--- src/rtl/mining_pkg.sv ---
// Shared constants and types for the mining job scheduler.
package mining_pkg;
  localparam int CYCLES_PER_HASH = 64;
  localparam int CORE_OUT_W      = 33;

  typedef enum logic [1:0] {
    IDLE  = 2'd0,
    RUN   = 2'd1,
    DRAIN = 2'd2
  } sched_state_t;
endpackage

--- src/rtl/pending_picker.sv ---
// Lowest-set-bit priority encoder over the pending winner mask.
module pending_picker #(
  parameter int N     = 4,
  parameter int IDX_W = (N > 1) ? $clog2(N) : 1
) (
  input  logic [N-1:0]     req,
  output logic [IDX_W-1:0] idx,
  output logic             any
);

  // scan high to low so the lowest set bit wins
  always_comb begin
    idx = '0;
    any = 1'b0;
    for (int i = N - 1; i >= 0; i--) begin
      if (req[i]) begin
        idx = IDX_W'(i);
        any = 1'b1;
      end else begin
        any = any;
      end
    end
  end

endmodule

--- src/rtl/mining_scheduler.sv ---
// Job sequencer for the sha_core array: steps round counter and nonce base,
// samples core flags once per pass and queues winning nonces to the host.
module mining_scheduler
  import mining_pkg::*;
#(
  parameter int NUM_CORES   = 4,
  parameter int CHECK_CYCLE = 63
) (
  input  logic                          clk,
  input  logic                          rst,
  input  logic                          job_valid,
  output logic                          job_ready,
  input  logic [255:0]                  job_midstate,
  input  logic [511:0]                  job_head,
  input  logic [31:0]                   job_nonce_start,
  input  logic [31:0]                   job_nonce_end,
  input  logic                          abort,
  output logic [255:0]                  core_midstate,
  output logic [511:0]                  core_head,
  output logic [5:0]                    core_cycle,
  output logic [31:0]                   core_nonce,
  input  logic [CORE_OUT_W*NUM_CORES-1:0] core_result,
  output logic                          found_valid,
  input  logic                          found_ready,
  output logic [31:0]                   found_nonce,
  output logic                          busy,
  output logic                          done
);

  localparam int IDX_W = (NUM_CORES > 1) ? $clog2(NUM_CORES) : 1;
  localparam int CYC_W = $clog2(CYCLES_PER_HASH);
  localparam logic [NUM_CORES-1:0] ONE_MASK = {{(NUM_CORES-1){1'b0}}, 1'b1};

  sched_state_t            state_r;
  logic                    job_ready_r, busy_r, done_r, found_valid_r, last_pass_r;
  logic [31:0]             found_nonce_r, core_nonce_r, end_r, base_r;
  logic [255:0]            core_midstate_r;
  logic [511:0]            core_head_r;
  logic [CYC_W-1:0]        core_cycle_r;
  logic [NUM_CORES-1:0]    pending_r, pending_next_s, hit_s;
  logic [IDX_W-1:0]        found_idx_r, pick_idx_s;
  logic                    pick_any_s, sample_s, handshake_s, last_now_s;
  logic                    unused_nonce_s;

  assign sample_s    = (state_r == RUN) && (core_cycle_r == CYC_W'(CHECK_CYCLE));
  assign handshake_s = (state_r == DRAIN) && found_valid_r && found_ready;
  // 33-bit compares so a range ending at 0xFFFFFFFF never wraps
  assign last_now_s  = ({1'b0, core_nonce_r} + 33'(NUM_CORES - 1)) >= {1'b0, end_r};

  // flag qualification: only nonces inside the job range count
  always_comb begin
    hit_s          = '0;
    unused_nonce_s = 1'b0;
    for (int i = 0; i < NUM_CORES; i++) begin
      hit_s[i] = core_result[CORE_OUT_W*i + 32] &
                 (({1'b0, core_nonce_r} + 33'(i)) <= {1'b0, end_r});
      unused_nonce_s = unused_nonce_s ^ (^core_result[CORE_OUT_W*i +: 32]);
    end
  end

  // next pending mask: load at the check cycle, retire one bit per handshake
  always_comb begin
    pending_next_s = pending_r;
    if (sample_s) begin
      pending_next_s = hit_s;
    end else if (handshake_s) begin
      pending_next_s = pending_r & ~(ONE_MASK << found_idx_r);
    end else begin
      pending_next_s = pending_r;
    end
  end

  pending_picker #(.N(NUM_CORES), .IDX_W(IDX_W)) u_picker (
    .req (pending_next_s),
    .idx (pick_idx_s),
    .any (pick_any_s)
  );

  // scheduler FSM with registered outputs
  always_ff @(posedge clk) begin
    if (rst) begin
      state_r         <= IDLE;
      job_ready_r     <= 1'b1;
      busy_r          <= 1'b0;
      done_r          <= 1'b0;
      found_valid_r   <= 1'b0;
      found_nonce_r   <= 32'd0;
      found_idx_r     <= '0;
      core_midstate_r <= 256'd0;
      core_head_r     <= 512'd0;
      core_cycle_r    <= '0;
      core_nonce_r    <= 32'd0;
      end_r           <= 32'd0;
      base_r          <= 32'd0;
      last_pass_r     <= 1'b0;
      pending_r       <= '0;
    end else if (abort) begin
      state_r       <= IDLE;
      job_ready_r   <= 1'b1;
      busy_r        <= 1'b0;
      done_r        <= 1'b0;
      found_valid_r <= 1'b0;
      pending_r     <= '0;
      core_cycle_r  <= '0;
    end else begin
      done_r <= 1'b0;
      case (state_r)
        IDLE: begin
          if (job_valid) begin
            core_midstate_r <= job_midstate;
            core_head_r     <= job_head;
            end_r           <= job_nonce_end;
            core_nonce_r    <= job_nonce_start;
            core_cycle_r    <= '0;
            job_ready_r     <= 1'b0;
            busy_r          <= 1'b1;
            state_r         <= RUN;
          end else begin
            state_r <= IDLE;
          end
        end
        RUN: begin
          pending_r <= pending_next_s;
          if (sample_s) begin
            base_r       <= core_nonce_r;
            last_pass_r  <= last_now_s;
            core_cycle_r <= '0;
            if (pick_any_s) begin
              state_r       <= DRAIN;
              found_valid_r <= 1'b1;
              found_idx_r   <= pick_idx_s;
              found_nonce_r <= core_nonce_r + 32'(pick_idx_s);
            end else if (last_now_s) begin
              state_r     <= IDLE;
              done_r      <= 1'b1;
              job_ready_r <= 1'b1;
              busy_r      <= 1'b0;
            end else begin
              core_nonce_r <= core_nonce_r + 32'(NUM_CORES);
            end
          end else begin
            core_cycle_r <= core_cycle_r + CYC_W'(1);
          end
        end
        DRAIN: begin
          pending_r <= pending_next_s;
          if (handshake_s) begin
            if (pick_any_s) begin
              found_idx_r   <= pick_idx_s;
              found_nonce_r <= base_r + 32'(pick_idx_s);
            end else begin
              found_valid_r <= 1'b0;
              core_cycle_r  <= '0;
              if (last_pass_r) begin
                state_r     <= IDLE;
                done_r      <= 1'b1;
                job_ready_r <= 1'b1;
                busy_r      <= 1'b0;
              end else begin
                state_r      <= RUN;
                core_nonce_r <= core_nonce_r + 32'(NUM_CORES);
              end
            end
          end else begin
            state_r <= DRAIN;
          end
        end
        default: begin
          state_r       <= IDLE;
          job_ready_r   <= 1'b1;
          busy_r        <= 1'b0;
          found_valid_r <= 1'b0;
          pending_r     <= '0;
        end
      endcase
    end
  end

  assign job_ready     = job_ready_r;
  assign busy          = busy_r;
  assign done          = done_r;
  assign found_valid   = found_valid_r;
  assign found_nonce   = found_nonce_r;
  assign core_midstate = core_midstate_r;
  assign core_head     = core_head_r;
  assign core_cycle    = core_cycle_r;
  assign core_nonce    = core_nonce_r;

endmodule
--- config.mk ---
export PLATFORM = sky130hd
export DESIGN_NAME = mining_scheduler
export DESIGN_NICKNAME = d
export VERILOG_FILES = /design/src/rtl/mining_pkg.sv /design/src/rtl/pending_picker.sv /design/src/rtl/mining_scheduler.sv
export SDC_FILE = /design/constraint.sdc
export NUM_CORES = 2
export LEC_CHECK = 0
export CORE_AREA = 8 8 695 697
export DETAILED_ROUTE_END_ITERATION = 10
export DIE_AREA = 0 0 703 705
export SLEW_MARGIN = 25
export SYNTH_ARGS = -nofsm -noshare
export SYNTH_HDL_FRONTEND = slang
export SYNTH_HIERARCHICAL = 1
export SYNTH_SLANG_ARGS = --single-unit
export TNS_END_PERCENT = 1
--- constraint.sdc ---
create_clock -name clk -period 10.4 [get_ports clk]
set_clock_uncertainty 0.1 [all_clocks]
set_input_delay 3.12 -clock clk [delete_from_list [all_inputs] [get_ports clk]]
set_output_delay 3.12 -clock clk [all_outputs]
set_load 0.02 [all_outputs]
Word level (Yosys, flattened, before mapping). Index checks and enable logic that the tools add are counted.

$lt $le $gt $ge: 5. Bitwise gates (word level): 8. Reductions and logical operators: 17. Mux-type cells: 69. Add/sub/neg operators: 7. Shifts and indexed selects: 1. Equal/unequal tests: 16.

Operator list (number): $mux 32 (11); $le 33x32->1 (3); $pmux 32 s3 (1); $add 32x2->33 const B (2); $add 32x2->32 (2); $pmux 32 s2 (1); $add 32x1->33 const B (1); $ge 33x32->1 (1); $add 32x3->32 const B (1); $le 32x32->1 (1); $mux 1 (30); $mux 2 (12); $mux 6 (4); $ne 2x2->1 const B (11); $pmux 6 s3 (1); $pmux 1 s3 (3); $reduce_and 3->1 (3); $reduce_and 9->1 (1); $mux 4 (2); $pmux 4 s2 (1); $reduce_and 4->1 (2); $reduce_and 7->1 (1); $add 6x1->6 const B (1); $eq 6x6->1 const B (1); other kinds (18) (26).

Bits of input ports: 969. Output and inout bits: 842. Logic and storage cells: 138. Flip-flop bits (word level): 915.

Depth between registers and ports, before layout.
Depth after elaboration: 13. Mapped depth: 29.

Hierarchy. Netlist, hierarchy kept.

Modules (own cells, without submodules): mining_scheduler (area an instance 38072.8 sq um, seq. area each 18317.6 sq um, instances 1, cells each 4932); pending_picker (area an instance 35.0 sq um, seq. area each 0.0 sq um, instances 1, cells each 7).

Worst setup path before layout. OpenSTA, ideal clock, no wires.

Path type: input to register. From: input found_ready. To: register found_nonce_r[28] (netlist: found_nonce[28]). Required time: 10.178 ns. Data arrival time: 5.795 ns. Buffers on the path: 1. Stages on the path: 14. Path slack: 4.383 ns. Cells stage by stage: and3_1 -> nand2_1 -> o211ai_1 -> o21ai_0 -> nand2b_1 -> nor3_1 -> fa_1 -> inv_1 -> a221oi_2 -> nand3_2 -> and4b_1 -> buf_2 -> a2111oi_0 -> a311o_1.

RTL lines: from (decl) (line mining_scheduler.sv:24) `input logic found_ready,`; $logic_and 1x1->1 (*) (line mining_scheduler.sv:46) `assign handshake_s = (state_r == DRAIN) && found_valid_r && found_ready;`; $mux 4 (*) (line mining_scheduler.sv:66) `end else if (handshake_s) begin`; $mux 4 (*) (line mining_scheduler.sv:64) `if (sample_s) begin`; named net pending_next_s[1] (line mining_scheduler.sv:40) `logic [NUM_CORES-1:0] pending_r, pending_next_s, hit_s;`; $mux 2 (*) (2 in series) (line pending_picker.sv:16) `if (req[i]) begin`; named net pick_idx_s[1] (line mining_scheduler.sv:41) `logic [IDX_W-1:0] found_idx_r, pick_idx_s;`; $add 32x2->32, on equally long branches (line mining_scheduler.sv:150, mining_scheduler.sv:132); $mux 32, on equally long branches (line mining_scheduler.sv:148, mining_scheduler.sv:128); $mux 32, on equally long branches (line mining_scheduler.sv:147, mining_scheduler.sv:124); $pmux 32 s2 (*) (line mining_scheduler.sv:107) `case (state_r)`; to (signal assigned) (line mining_scheduler.sv:132) `found_nonce_r <= core_nonce_r + 32'(pick_idx_s);`; to (signal assigned) (line mining_scheduler.sv:150) `found_nonce_r <= base_r + 32'(pick_idx_s);`; to (decl) (line mining_scheduler.sv:36) `logic [31:0] found_nonce_r, core_nonce_r, end_r, base_r;`.

Mark *: on every way through the listed nets, which the timed path passes. The rest lies on a longest branch. The select of a mux whose other input is x is not followed. A chain may end at the register's enable or synchronous reset.

Worst setup path after layout.
From: register core_nonce_r[7] (netlist: core_nonce[7]). To: register core_nonce_r[17] (netlist: core_nonce[17]).

Longest elaborated chain between the ends: 10.

Ends and longest elaborated chain: from (decl) (line mining_scheduler.sv:36); from (signal assigned) (line mining_scheduler.sv:113) `core_nonce_r <= job_nonce_start;`; from (signal assigned) (line mining_scheduler.sv:139) `core_nonce_r <= core_nonce_r + 32'(NUM_CORES);`; from (signal assigned) (line mining_scheduler.sv:161) `core_nonce_r <= core_nonce_r + 32'(NUM_CORES);`; $add 32x2->33 (*) (line mining_scheduler.sv:56) `(({1'b0, core_nonce_r} + 33'(i)) <= {1'b0, end_r});`; $le 33x32->1 (*) (line mining_scheduler.sv:56); $and 1x1->1 (*) (line mining_scheduler.sv:55) `hit_s[i] = core_result[CORE_OUT_W*i + 32] &`; $mux 4 (*) (line mining_scheduler.sv:64); named net pending_next_s[3] (line mining_scheduler.sv:40); $mux 1 (*) (4 in series) (line pending_picker.sv:16); named net pick_any_s (line mining_scheduler.sv:42) `logic pick_any_s, sample_s, handshake_s, last_now_s;`; $ne 2x2->1 (no source line); $reduce_and 9->1 (no source line) (*).

Marks and branches as above.

==> metrics <==
Iter 0 DRT Violations=3948; Num CTS Buffers=141; Cells after Synth=4939; WS Path Type=reg -> reg; remaining antenna violation count after routing=0; setup violators final=0; Slew Viols, Final=0; synthesized flop and latch total=915; H-tree levels=4; Post-Syn Area=38100 µm²; Comb power frac=17.3%; r2r startpoint=core_nonce[7]; vias=43806; Clock power frac=46.9%; initial antenna violation count=428; clock root cell=clkbuf_16; Area Overhead vs Synth=75.6%; fmax=122 MHz; crit-path most repeated cell=nand4_1; r2r setup slk=2.23 ns; PD cells=157 nW/µm²; Worst Hold Class=reg -> reg; Tot Pwr=10.5 mW; asr flop ratio synth=0%; DRT Wirelength=401000 µm; # DRC=0; post-synthesis net count=6047; Net Switching=3.21 mW; Die H=705 µm; number of synthesized flops with an enable pin=0; CP arrival=8.77 ns; fin crit period=8.17 ns; setup_tns=0 ns; First-pass DRT Iterations=8; Max-Cap Viols=0; clk sinks=915; die area=496000 µm²; Tot GR Track Use=15.4%; share of the synthesized area in the top cell type=48.1%; first-pass GRT wire length=490000 µm; Int Power=7.32 mW; sw frac=30.5%; layout cells sized above 1=5.05%; Reg power frac=35.8%; final instance area=66900 µm²; CTS tree=done; Starting Density=8.07%; top post-synthesis cells by area=dfxtp_1 (48%), nand2_1 (18%), a21oi_1 (12%), ha_1 (4.5%), clkbuf_1 (3.2%); Reg-to-Reg End=core_nonce[17]; Port-buffer cells=1682; Hold-fix buffers, CTS=0; Clock Path Buffers=4; Row Count=253; IO Pins=1811; Synth Flop Type=dfxtp_1; Util after Layout=14.2%; Reg area=18300 µm²; Crit. End Element=register; worst skew pair latency=0.83 ns; area of the multi-input gates=18200 µm²; Core Area=472000 µm²; total congestion overflow=0; Mean Syn Cell Area=7.72 µm²; pin count of the biggest net entering global routing=168; crit-path max FO=13; post-detail-place hpwl=344000 µm; max_slew headroom=26.5%; wire length per cell=31.0 µm; setup bufs post-CTS=0; CP startpoint=core_nonce[7]; required time worst endpoint=11.00 ns; outcome=finished, final reports clean; Post-CTS Resized=0; Yosys warnings=6; fillers=54059; hold_ws=0.352 ns; CTS clk-pin slew, worst paths=0.07 ns; Worst Tran Pin Value=1.10 ns; cells along the critical path=nand4_1, nor4_2, and3_1, nand3_1, xnor2_1, ha_1, nand4_1, nor4_1, a22oi_1, nand4_1, a21oi_1, o21ai_0, nand2_1, nor2_1, nand2_1, nand3b_1, a211o_4, nor2_8, nand2_4, a2111oi_4, nor2_2, o32ai_1; slowest cell on the critical path=dfxtp_1; Peak VDD IR=0.113 mV; CP Launch Type=register; placed instance area=62000 µm²; RSZ-0062 raised after global routing=false; Hold Vio Cnt, Final=0; Crit path largest cell delay=0.84 ns; die width=703 µm; Tcrit/Tclk final=78.6%; fin nets=7579; leakage dissipation=22.0 nW; post-synth top area cell=dfxtp_1; CP endpoint=core_nonce[17]; Final Wtd Congestion=0.999; Hold Startpoint=found_nonce[2]; vias in the first global route=40560; R2R cell count=22; library cells used by synthesis=79; via density per instance=3.39; fraction of the yosys area taken by sequential cells=48.1%
worst min path at each step:
stage	to	slack [ns]	depth (start not counted)
2_1_floorplan	base_r[11]	0.34	2
3_3_place_gp	found_nonce[12]	0.34	2
3_5_place_dp	found_nonce[11]	0.34	2
4_1_cts	found_nonce[11]	0.35	2
5_1_grt	found_nonce[11]	0.36	2
6_report	found_nonce[2]	0.35	2
cell type report:
| type | count | share of cell area, % |
|---|---|---|
| multi-input combinational | 3606 | 27.2 |
| sequential | 915 | 27.4 |
| tap | 6247 | 11.7 |
| timing repair buffer | 1746 | 26.2 |
| inverter | 61 | 0.342 |
| clock inverter | 58 | 1.00 |
| antenna | 120 | 0.449 |
| clock buffer | 186 | 5.84 |
cells by family (layout without fill, tap and decap cells):
| family | count (synthesis) | in the layout | share of synthesized area (%) |
|---|---|---|---|
| and+or+nand+nor | 2186 | 2186 | 23.2 |
| AOI/OAI and AO/OA | 1135 | 1135 | 16.4 |
| DFF | 915 | 915 | 48.1 |
| buffers and inverters | 418 | 2051 | 4.28 |
| adders and majority gates | 139 | 139 | 4.58 |
| xor gates and xnor gates | 117 | 117 | 2.69 |
| muxes | 29 | 29 | 0.762 |
| other | 0 | 120 | 0 |
power groups by stage:
| stage | sequential, mW | clock, mW | combinational (mW) |
|---|---|---|---|
| floorplan | 4.00 | 0 | 0.530 |
| global placement | 3.84 | 0 | 1.85 |
| detailed placement | 3.84 | 0 | 1.85 |
| CTS | 3.77 | 5.16 | 1.86 |
| global route | 3.79 | 5.24 | 1.94 |
| finish | 3.77 | 4.94 | 1.82 |
cell usage after synthesis, types with 11 or more instances:
cell type  number
a211oi_1       16
a21o_1         28
a21oi_1       936
a22oi_1        11
and3_1         18
buf_2          17
clkbuf_1      328
dfxtp_1       915
ha_1          138
inv_1          59
mux2i_1        29
nand2_1      1855
nand2b_1       13
nand3_1        56
nand3b_1       12
nand4_1        40
nor2_1         85
nor3_1         37
o211ai_1       11
o21ai_0        38
o32ai_1        15
xnor2_1        95
xor2_1         22
placed cells by master (no fill, tap or decap), drive strengths merged, types with 20 or more instances in the layout:
master	Yosys	final
nand2	1856	1856
clkdlybuf4s50	0	1672
a21oi	938	938
dfxtp	915	915
clkbuf	328	186
ha	138	138
diode	0	120
xnor2	95	95
nor2	87	87
buf	29	74
inv	60	73
nand3	58	58
nand4	42	42
o21ai	41	41
nor3	37	37
clkinv	1	31
mux2i	29	29
a21o	28	28
xor2	22	22
o32ai	20	20
per-stage QoR:
step	std cells	worst slack, ns
6_report	12939	2.23
4_1_cts	12818	2.35
2_1_floorplan	4939	4.38
5_1_grt	12862	1.96
3_3_place_gp	12574	2.53
3_5_place_dp	12574	2.50
registers in the layout, indices dropped and copies added, names as in the netlist, 2 cells and up:
signal,count
found_nonce,32
state_r,2
base_r,32
core_head,512
core_cycle,6
core_midstate,256
pending_r,4
core_nonce,32
found_idx_r,2
end_r,32
metal layers:
metal / wire, µm / share of wire [%] / up-vias / track usage (%)
met1: 146000 / 36 / 20615 / 17.0
met2: 166000 / 41 / 2446 / 22.6
met5: 2110 / 0.53 / - / 0
li1: - / - / 19638 / -
met4: 16200 / 4.0 / 268 / 5.45
met3: 71300 / 18 / 839 / 11.4
critical path, delay by kind of cell, from the launching register on:
kind / cells / cell delay, ns
adder cells (fa/ha/maj): 1 / 0.33
flip-flops: 1 / 0.84
AND/OR/NAND/NOR: 14 / 4.43
XOR/XNOR: 1 / 0.16
AO/OA/AOI/OAI: 6 / 2.16
(Power assumes the default switching activity.)
